**config.mk**
```make
export PLATFORM = sky130hd
export DESIGN_NAME = seq_match_window_counter
export DESIGN_NICKNAME = d
export VERILOG_FILES = /design/src/rtl/seq_match_window_counter.sv
export SDC_FILE = /design/constraint.sdc
export NUM_CORES = 1
export LEC_CHECK = 0
export CAP_MARGIN = 20
export CORE_ASPECT_RATIO = 1.5
export CORE_MARGIN = 2
export CORE_UTILIZATION = 45
export DETAILED_ROUTE_END_ITERATION = 10
export GPL_ROUTABILITY_DRIVEN = 0
export GPL_TIMING_DRIVEN = 0
export PLACE_DENSITY = 0.82
export SLEW_MARGIN = 5
export SYNTH_ARGS = -nofsm -noshare
export SYNTH_HDL_FRONTEND = slang
export SYNTH_SLANG_ARGS = --single-unit
```
**constraint.sdc**
```tcl
create_clock -name clk -period 4.4 [get_ports clk]
set_clock_uncertainty 0.1 [all_clocks]
set_input_delay 0.88 -clock clk [delete_from_list [all_inputs] [get_ports clk]]
set_output_delay 0.88 -clock clk [all_outputs]
set_load 0.01 [all_outputs]
```
**src/rtl/seq_match_window_counter.sv**
```systemverilog
// Counts qualified detector match pulses over back-to-back windows of WINDOW_LEN
// cycles and publishes each count on a valid/ready port with a threshold alarm.
// Build option: define MATCH_EDGE_QUAL_EN to count only rising edges of det_in.
module seq_match_window_counter #(
    parameter int CNT_W      = 8,
    parameter int WINDOW_LEN = 64,
    parameter int THRESH     = 4
) (
    input  logic             clk,
    input  logic             reset,
    input  logic             det_in,
    input  logic             enable,
    input  logic             clear,
    output logic [CNT_W-1:0] live_cnt,
    output logic [CNT_W-1:0] result,
    output logic             result_valid,
    input  logic             result_ready,
    output logic             result_partial,
    output logic             overrun,
    output logic             alarm
);

    localparam int                CYC_W     = $clog2(WINDOW_LEN);
    localparam logic [CYC_W-1:0]  CYC_LAST  = CYC_W'(WINDOW_LEN - 1);
    localparam logic [CNT_W-1:0]  CNT_MAX   = '1;
    // Thresholds beyond the counter range can never be reached; clamp so the
    // compare stays in CNT_W+1 bits without truncating the parameter.
    localparam int                THR_CLAMP = (THRESH < 0) ? 0 :
                                              (THRESH > (1 << CNT_W)) ? (1 << CNT_W) : THRESH;
    localparam logic [CNT_W:0]    THR_EXT   = THR_CLAMP[CNT_W:0];

    typedef enum logic [1:0] {
        ST_IDLE,
        ST_RUN,
        ST_DRAIN
    } state_e;

    state_e           state_q, state_d;
    logic [CNT_W-1:0] live_q, live_d;
    logic [CYC_W-1:0] cyc_q, cyc_d;
    logic [CNT_W-1:0] result_q, result_d;
    logic             valid_q, valid_d;
    logic             partial_q, partial_d;
    logic             overrun_q, overrun_d;
    logic             alarm_q, alarm_d;

    logic             qual;
    logic [CNT_W:0]   live_inc;
    logic [CNT_W-1:0] sat_cnt;
    logic             publish;

`ifdef MATCH_EDGE_QUAL_EN
    logic det_q;

    always_ff @(posedge clk or posedge reset) begin
        if (reset) begin
            det_q <= 1'b0;
        end else if (clear) begin
            det_q <= 1'b0;
        end else begin
            det_q <= det_in;
        end
    end

    assign qual = det_in & ~det_q;
`else
    assign qual = det_in;
`endif

    // Count including this cycle's match, pinned at the counter maximum.
    assign live_inc = {1'b0, live_q} + (CNT_W + 1)'(qual);
    assign sat_cnt  = live_inc[CNT_W] ? CNT_MAX : live_inc[CNT_W-1:0];

    // NOTE: every output of this block gets a default first, so no path can
    // leave a signal unassigned and infer a latch.
    always_comb begin
        state_d   = state_q;
        live_d    = live_q;
        cyc_d     = cyc_q;
        result_d  = result_q;
        valid_d   = valid_q;
        partial_d = partial_q;
        overrun_d = overrun_q;
        alarm_d   = alarm_q;
        publish   = 1'b0;

        if (valid_q && result_ready) begin
            valid_d = 1'b0;
        end

        unique case (state_q)
            ST_IDLE: begin
                live_d = '0;
                cyc_d  = '0;
                if (enable) begin
                    state_d = ST_RUN;
                end
            end
            ST_RUN: begin
                if (!enable || (cyc_q == CYC_LAST)) begin
                    publish = 1'b1;
                    live_d  = '0;
                    cyc_d   = '0;
                    state_d = enable ? ST_RUN : ST_DRAIN;
                end else begin
                    live_d = sat_cnt;
                    cyc_d  = cyc_q + CYC_W'(1);
                end
            end
            ST_DRAIN: begin
                live_d  = '0;
                cyc_d   = '0;
                state_d = enable ? ST_RUN : ST_IDLE;
            end
            default: begin
                state_d = ST_IDLE;
            end
        endcase

        // A publish overrides any accept at the same edge; overrun only when
        // the previous result was still pending and not taken this cycle.
        if (publish) begin
            result_d  = sat_cnt;
            partial_d = ~enable;
            valid_d   = 1'b1;
            alarm_d   = ({1'b0, sat_cnt} >= THR_EXT);
            overrun_d = overrun_q | (valid_q & ~result_ready);
        end

        if (clear) begin
            state_d   = ST_IDLE;
            live_d    = '0;
            cyc_d     = '0;
            result_d  = '0;
            valid_d   = 1'b0;
            partial_d = 1'b0;
            overrun_d = 1'b0;
            alarm_d   = 1'b0;
        end
    end

    // NOTE: state registers use non-blocking assignments so every flop samples
    // the pre-edge values regardless of statement order.
    always_ff @(posedge clk or posedge reset) begin
        if (reset) begin
            state_q   <= ST_IDLE;
            live_q    <= '0;
            cyc_q     <= '0;
            result_q  <= '0;
            valid_q   <= 1'b0;
            partial_q <= 1'b0;
            overrun_q <= 1'b0;
            alarm_q   <= 1'b0;
        end else begin
            state_q   <= state_d;
            live_q    <= live_d;
            cyc_q     <= cyc_d;
            result_q  <= result_d;
            valid_q   <= valid_d;
            partial_q <= partial_d;
            overrun_q <= overrun_d;
            alarm_q   <= alarm_d;
        end
    end

    assign live_cnt       = live_q;
    assign result         = result_q;
    assign result_valid   = valid_q;
    assign result_partial = partial_q;
    assign overrun        = overrun_q;
    assign alarm          = alarm_q;

endmodule
```
Word-level counts from Yosys, hierarchy flattened

Index checks and enable logic that the tools add are counted.
Widths: inputs -> output; s select.

Register bits: 28
Input bits: 6
Output and inout bits: 20
Logic and storage cells: 55

Add/subtract/negate cells: 2
Magnitude comparators: 1
Eq/ne operators: 5
Multiplexer cells: 26
Bitwise logic cells: 4
Reduce and logical (&&, ||, !) cells: 9

Operator list:

| operator            | number |
|---|---|
| $mux 8              | 5 |
| $pmux 8 s2          | 1 |
| $mux 1              | 12 |
| $mux 6              | 2 |
| $pmux 6 s2          | 1 |
| $add 8x1->9         | 1 |
| $ge 8x3->1 const B  | 1 |
| $mux 2              | 4 |
| $add 6x1->6 const B | 1 |
| $eq 6x6->1 const B  | 1 |
| $ne 3x3->1 const B  | 2 |
| $pmux 2 s3          | 1 |
| $reduce_bool 3->1   | 2 |
| $eq 2x1->1 const B  | 1 |
| $eq 2x2->1 const B  | 1 |
| $logic_not 2->1     | 1 |
| $not 1->1           | 2 |
| $reduce_and 2->1    | 1 |
| $reduce_bool 2->1   | 1 |
| $reduce_or 2->1     | 1 |
| $and 1x1->1         | 1 |
| $logic_and 1x1->1   | 1 |
| $logic_not 1->1     | 1 |
| $logic_or 1x1->1    | 1 |
| $or 1x1->1          | 1 |

Depth between registers and ports, before layout

Gate-level depths: netlist of the first run.

Depth after elaboration: 6
Mapped depth: 6
Depth with buffers taken out: 6

Worst setup path after synthesis of the first run

No wires, ideal clock.

Kind: input port to flip-flop
Start: in det_in
End: reg result_q[3], in the netlist result[3]
Arrival time: 2136 ps
Required time: 4178 ps
Slack: 2043 ps
Cell stages on the path: 6
Buffers on the path: 0
Cell sequence: ha_1 ha_1 nand2_1 nor3_4 or3b_1 a32o_1

Word-level cells in the longest chain between the ends: 4

RTL lines:

| item                   | line | text |
|---|---|---|
| start: declaration     | 11   | `input logic det_in,` |
| $add 8x1->9            | 71   | `assign live_inc = {1'b0, live_q} + (CNT_W + 1)'(qual);` |
| $mux 8                 | 72   | `assign sat_cnt = live_inc[CNT_W] ? CNT_MAX : live_inc[CNT_W-1:0];` |
| $mux 8                 | 122  | `if (publish) begin` |
| $mux 8                 | 130  | `if (clear) begin` |
| end signal: assignment | 158  | `result_q <= result_d;` |
| end: declaration       | 41   | `logic [CNT_W-1:0] result_q, result_d;` |

Every way passes these cells. The select of a mux whose other input is x is not followed.
A chain may end at the register's enable or synchronous reset.

Worst setup path after layout of the first run

Ends and elaborated chain as after synthesis.

==> results_dict.tcl, run 1 <==
set metrics [dict create \
    clock_path_buffers 2 \
    worstMarginPinSlew_ns 0.495 \
    pin_count 26 \
    most-common-layout-cells "dfrtp_1 (28), clkdlybuf4s50_1 (25), nand2_1 (18)" \
    grt_use_total 0.181 \
    outcome "completed" \
    cts_tree "done" \
    syn_to_final_growth_pct 28.0 \
    worstSetupPathType "input port to flop" \
    viasPerCell 5.47 \
    switchingPower_uw 98.9 \
    syn-cell-area_um2 1360 \
    drive_above_1_share 0.110 \
    first_pass_iters 4 \
    cts_buffers 3 \
    power_frac_comb 0.066 \
    start_kind "input port" \
    rows 24 \
    dp_hpwl_mm 2.16 \
    busiest_layer "met2" \
    drt_iter0_drc 44 \
    grt_max_degree 29 \
    ys_ff_latch 28 \
    finalCritPeriodShare 0.597 \
    vias 1104 \
    clock.fmax_mhz 381 \
    synth.distinct_cells 42 \
    use_met1 0.234 \
    grt_pass1_vias 1114 \
    fin_util 0.605 \
    finalWorstSetupSlack_ns 1.77 \
    p_leak_nw 0.748 \
    clk_latency_ns 0.28 \
    antenna_found_initial 0 \
    cp-end-kind "flop" \
    die_area_um2 3490 \
    use_met3 0.0229 \
    crit_fanout 6 \
    n_antenna_cell 0 \
    fillCellCount 251 \
    ctsRootBufferMaster "clkbuf_8" \
    whs_ns 0.392 \
    postSynthAreaPerCell_um2 10.2 \
    rsz0062_at_grt "no" \
    initial_core_util 0.472 \
    drv_cap 0 \
    slew_violations 0 \
    grt_pass1_wl_mm 5.00 \
    p_seq_frac 0.577 \
    cellPowerDensity_nw_per_um2 260 \
    setup_violations 0 \
    postCtsSetupRepairBufs 0 \
    seq_area_frac_synth 0.515 \
    synthesis.instances 133 \
    required_ns 4.47 \
    routed_wirelength_mm 2.98 \
    nets 173 \
    ctsResizeCount 0 \
    fp.dieW_um 48.9 \
    final_hold_viol_count 0 \
    core_um2 2880 \
    global_route.overflow_total 0 \
    ant_nets 0 \
    cp.arrival_ns 2.70 \
    drt-wirelength-per-cell_um 14.7 \
    ctsHoldBuffers 0 \
    portBuffers 25 \
    pre_cts_ws_ns 1.49 \
    yosysWarnings 0 \
    hp-class "flop to flop" \
    grt_use_met2 0.309 \
    internal_power_uw 353 \
    cts_sinks 28 \
    slew_headroom 0.670 \
    die_h_um 71.4 \
    drc_errors 0 \
    path_clk_slew_ns 0.09 \
    irDropWorstVdd_mv 0.209 \
    tns_ns 0 \
    power_uw 452 \
    final_common_cell "dfrtp_1" \
    syn_nets 142 \
    netSwitchingFraction 0.219 \
    cts_htree_levels 1 \
    period_minus_slack_ns 2.63 \
    p_clk_frac 0.357 \
]
==> power groups by stage <==
stage | logic [mW] | registers [mW] | clock network [mW]
2_1_floorplan | 0.0140 | 0.267 | 0
3_3_place_gp | 0.0262 | 0.266 | 0
3_5_place_dp | 0.0272 | 0.266 | 0
4_1_cts | 0.0273 | 0.261 | 0.163
5_1_grt | 0.0329 | 0.262 | 0.172
6_report | 0.0300 | 0.261 | 0.161
==> critical path, stage by stage <==
cell,delay (ns)
clkdlybuf4s50_1,0.41
ha_1,0.25
ha_1,0.26
nand2_1,0.18
nor3_4,0.08
or3b_1,0.38
a32o_1,0.27
==> metrics by stage <==
stage / cells / area [um^2]
floorplan: 133 / 1360
global route: 202 / 1740
detailed placement: 197 / 1660
finish: 202 / 1740
CTS: 201 / 1720
global placement: 197 / 1660
==> layout make-up <==
cell class | instances | area [um^2] | area share
Buffer | 2 | 11.3 | 0.00646
Clock buffer | 4 | 55.1 | 0.0316
Inverter | 3 | 11.3 | 0.00646
Multi-Input combinational cell | 100 | 638 | 0.366
Sequential cell | 28 | 701 | 0.402
Tap cell | 39 | 48.8 | 0.0280
Timing Repair Buffer | 26 | 278 | 0.159
==> registers in the layout, indices dropped and copies added, names as in the netlist <==
signal / flops
overrun: 1
state_q: 2
alarm: 1
cyc_q: 6
live_cnt: 8
result: 8
result_partial: 1
result_valid: 1
==> worst paths after layout <==
| kind | startpoint | to | slack (ns) | cells past startpoint |
|---|---|---|---|---|
| max | det_in | result[3] | 1.77 | 7 |
| min | result_partial | result_partial | 0.39 | 1 |
| max reg2reg | live_cnt[0] | result[3] | 2.38 | 6 |
| min reg2reg | result_partial | result_partial | 0.39 | 1 |
| max in group asynchronous | reset | cyc_q[2] | 2.94 | 3 |
| min in group asynchronous | reset | live_cnt[1] | 0.81 | 2 |
==> routing by layer <==
layer	wire length [um]	vias to the layer above
met2	1510	19
met3	79	7
li1	-	539
met1	1330	539
met5	0	-
met4	64	0
==> Yosys cell counts, drive strengths merged <==
cell type | count | area, um^2
a31oi | 1 | 6.26
nand2 | 19 | 73.8
nor3b | 1 | 7.51
or2 | 2 | 12.5
a32o | 1 | 10.0
and3 | 2 | 13.8
mux2i | 3 | 30.0
a21oi | 9 | 48.8
ha | 3 | 37.5
o22ai | 1 | 6.26
or4 | 1 | 7.51
and2b | 1 | 8.76
o21ba | 1 | 10.0
a21o | 2 | 15.0
o21bai | 1 | 11.3
clkbuf | 1 | 3.75
or3 | 1 | 6.26
and3b | 1 | 8.76
nand4bb | 1 | 11.3
dfrtp | 28 | 701
xor2 | 1 | 8.76
nand2b | 2 | 12.5
inv | 3 | 11.3
a2bb2o | 1 | 10.0
and2 | 1 | 7.51
o21ai | 15 | 78.8
nor3 | 3 | 26.3
buf | 1 | 7.51
nand3 | 6 | 40.0
nor2 | 8 | 30.0
o2bb2ai | 7 | 61.3
or3b | 1 | 8.76
a22o | 1 | 8.76
o211ai | 1 | 7.51
nor2b | 2 | 12.5
==> logic make-up (layout without fill, tap and decap cells) <==
logic type	after synthesis	count (layout)	share of synthesized area
adders and majority gates	3	3	0.0276
and+or+nand+nor	52	52	0.211
muxes	3	3	0.0221
AOI/OAI and AO/OA	41	41	0.201
xor gates and xnor gates	1	1	0.00643
buffers and inverters	5	35	0.0165
DFF	28	28	0.515
(Power assumes the default switching activity.)
==> inputs of run 2 (changes only) <==
--- a/config.mk
+++ b/config.mk
@@ -12,7 +12,7 @@
 export DETAILED_ROUTE_END_ITERATION = 10
 export GPL_ROUTABILITY_DRIVEN = 0
 export GPL_TIMING_DRIVEN = 0
-export PLACE_DENSITY = 0.82
+export PLACE_DENSITY = 0.84
 export SLEW_MARGIN = 5
 export SYNTH_ARGS = -nofsm -noshare
 export SYNTH_HDL_FRONTEND = slang
==> constraint.sdc (replaced) <==
create_clock -name clk -period 2.4 [get_ports clk]
set_clock_uncertainty 0.1 [all_clocks]
set_input_delay 0.48 -clock clk [delete_from_list [all_inputs] [get_ports clk]]
set_output_delay 0.48 -clock clk [all_outputs]
set_load 0.01 [all_outputs]
==> results_dict.tcl, run 2 (same netlist as run 1, synthesis figures left out) <==
set metrics [dict create \
    worstHoldStart "result_partial" \
    placedCellCount 197 \
    cp_num_buf_inv 1 \
    die_h_um 71.4 \
    grt_max_degree 29 \
    drv_cap 0 \
    outcome "completed" \
    postCtsSetupRepairBufs 0 \
    die_area_um2 3490 \
    n_antenna_cell 0 \
    most-common-layout-cells "dfrtp_1 (28), clkdlybuf4s50_1 (25), nand2_1 (18)" \
    cp.arrival_ns 2.29 \
    r2r_slack_ns 0.42 \
    cpMostUsedCell "ha_1" \
    hold_end "result_partial" \
    cts_tree "done" \
    irDropWorstVdd_mv 0.421 \
    antenna_found_initial 0 \
    routed_wirelength_mm 2.96 \
    slowest_stage "clkdlybuf4s50_1" \
    global_route.overflow_total 0 \
    drc_errors 0 \
    cp-end-kind "flop" \
    crit_fanout 6 \
    ctsHoldBuffers 0 \
    pin_count 26 \
    fin_util 0.600 \
    final_common_cell "dfrtp_1" \
    nets 173 \
    worstSetupPathType "input port to flop" \
    wl_met2_mm 1.50 \
    slowest_delay_ns 0.42 \
    clock_path_buffers 2 \
    cellPowerDensity_nw_per_um2 454 \
    rows 24 \
    syn_to_final_growth_pct 27.0 \
    viasPerCell 5.48 \
    portBuffers 25 \
    finalWorstSetupSlack_ns 0.180 \
    cts_buffers 3 \
    cts_htree_levels 1 \
    setup_violations 0 \
    rsz0062_at_grt "no" \
    ctsResizeCount 0 \
    slew_violations 0 \
    core_um2 2880 \
    seqCellArea_um2 701 \
    rr_worst_depth 6 \
    required_ns 2.47 \
    top_layer_used "met4" \
    period_minus_slack_ns 2.22 \
    initial_core_util 0.472 \
    critPathLaunch "det_in" \
    drt_iter0_drc 25 \
    hp-class "flop to flop" \
    dp_hpwl_mm 2.20 \
    start_kind "input port" \
    ctsRootBufferMaster "clkbuf_8" \
    clock.fmax_mhz 450 \
    vias 1101 \
    p_leak_nw 0.741 \
    finalCritPeriodShare 0.925 \
    holdPathStages 1 \
    fillCellCount 267 \
    final_hold_viol_count 0 \
    multi_input_area_um2 638 \
    crit_chain "clkdlybuf4s50_1 > ha_1 > ha_1 > nand2_1 > nor3_4 > or3b_1 > a32o_1" \
    path_clk_slew_ns 0.09 \
    grt_use_total 0.186 \
    wl_met3_um 87 \
    rr_startpoint "live_cnt[0]" \
    regToRegEndpoint "result[3]" \
    pre_cts_ws_ns -0.104 \
    drt-wirelength-per-cell_um 14.7 \
    slew_headroom 0.593 \
    grt_pass1_wl_mm 5.14 \
    layout.cells.non_filler 201 \
    fp.dieW_um 48.9 \
    cts_sinks 28 \
    drive_above_1_share 0.105 \
    met1_length_mm 1.30 \
    clk_latency_ns 0.27 \
    first_pass_iters 4 \
    ant_nets 0 \
    grt_pass1_vias 1118 \
    power_uw 784 \
    crit_family "simple AND/OR/NAND/NOR gates" \
    worstMarginPinSlew_ns 0.610 \
]
==> run 2: cell types whose count changed in the layout (fill, tap and decap cells not counted), sizes merged <==
cell and change:
clkbuf -1
==> run 2: worst max-delay path by stage <==
stage,endpoint,depth (start not counted)
after floorplan,result[3],6
after global placement,result[3],7
after detailed placement,result[3],7
after CTS,result[3],7
after global routing,result[3],7
final,result[3],7
==> run 2: metal layers <==
layer,global-route usage,vias to the layer above
met5,0,-
met3,0.0271,8
li1,-,539
met4,0.0984,0
met2,0.306,24
met1,0.238,530
==> run 2: power by group <==
| part | leakage (nW) | switching, mW | internal, mW |
|---|---|---|---|
| Sequential | 0.389 | 0.00299 | 0.476 |
| Combinational | 0.331 | 0.0297 | 0.0251 |
| Clock | 0.0216 | 0.138 | 0.113 |
==> run 2: layout make-up <==
type                            count  area share
Buffer                              2     0.00651
Clock buffer                        3      0.0239
Tap cell                           39      0.0282
Timing Repair Buffer               26       0.161
Inverter                            3     0.00651
Multi-Input combinational cell    100       0.369
Sequential cell                    28       0.405
==> run 2: metrics by stage <==
| stage | area (um^2) | hold WS, ns | TNS (ns) |
|---|---|---|---|
| after global routing | 1730 | 0.420 | 0 |
| after global placement | 1660 | 0.371 | -0.0984 |
| after floorplan | 1360 | 0.380 | 0 |
| after CTS | 1700 | 0.404 | 0 |
| after detailed placement | 1660 | 0.374 | -0.104 |
| final | 1730 | 0.397 | 0 |
==> run 2: worst register-to-register path, stage by stage, from the launching register on <==
cell and delay [ns]:
dfrtp_1 0.41, ha_1 0.22, ha_1 0.24, nand2_1 0.17, nor3_4 0.08, or3b_1 0.39
a32o_1 0.26
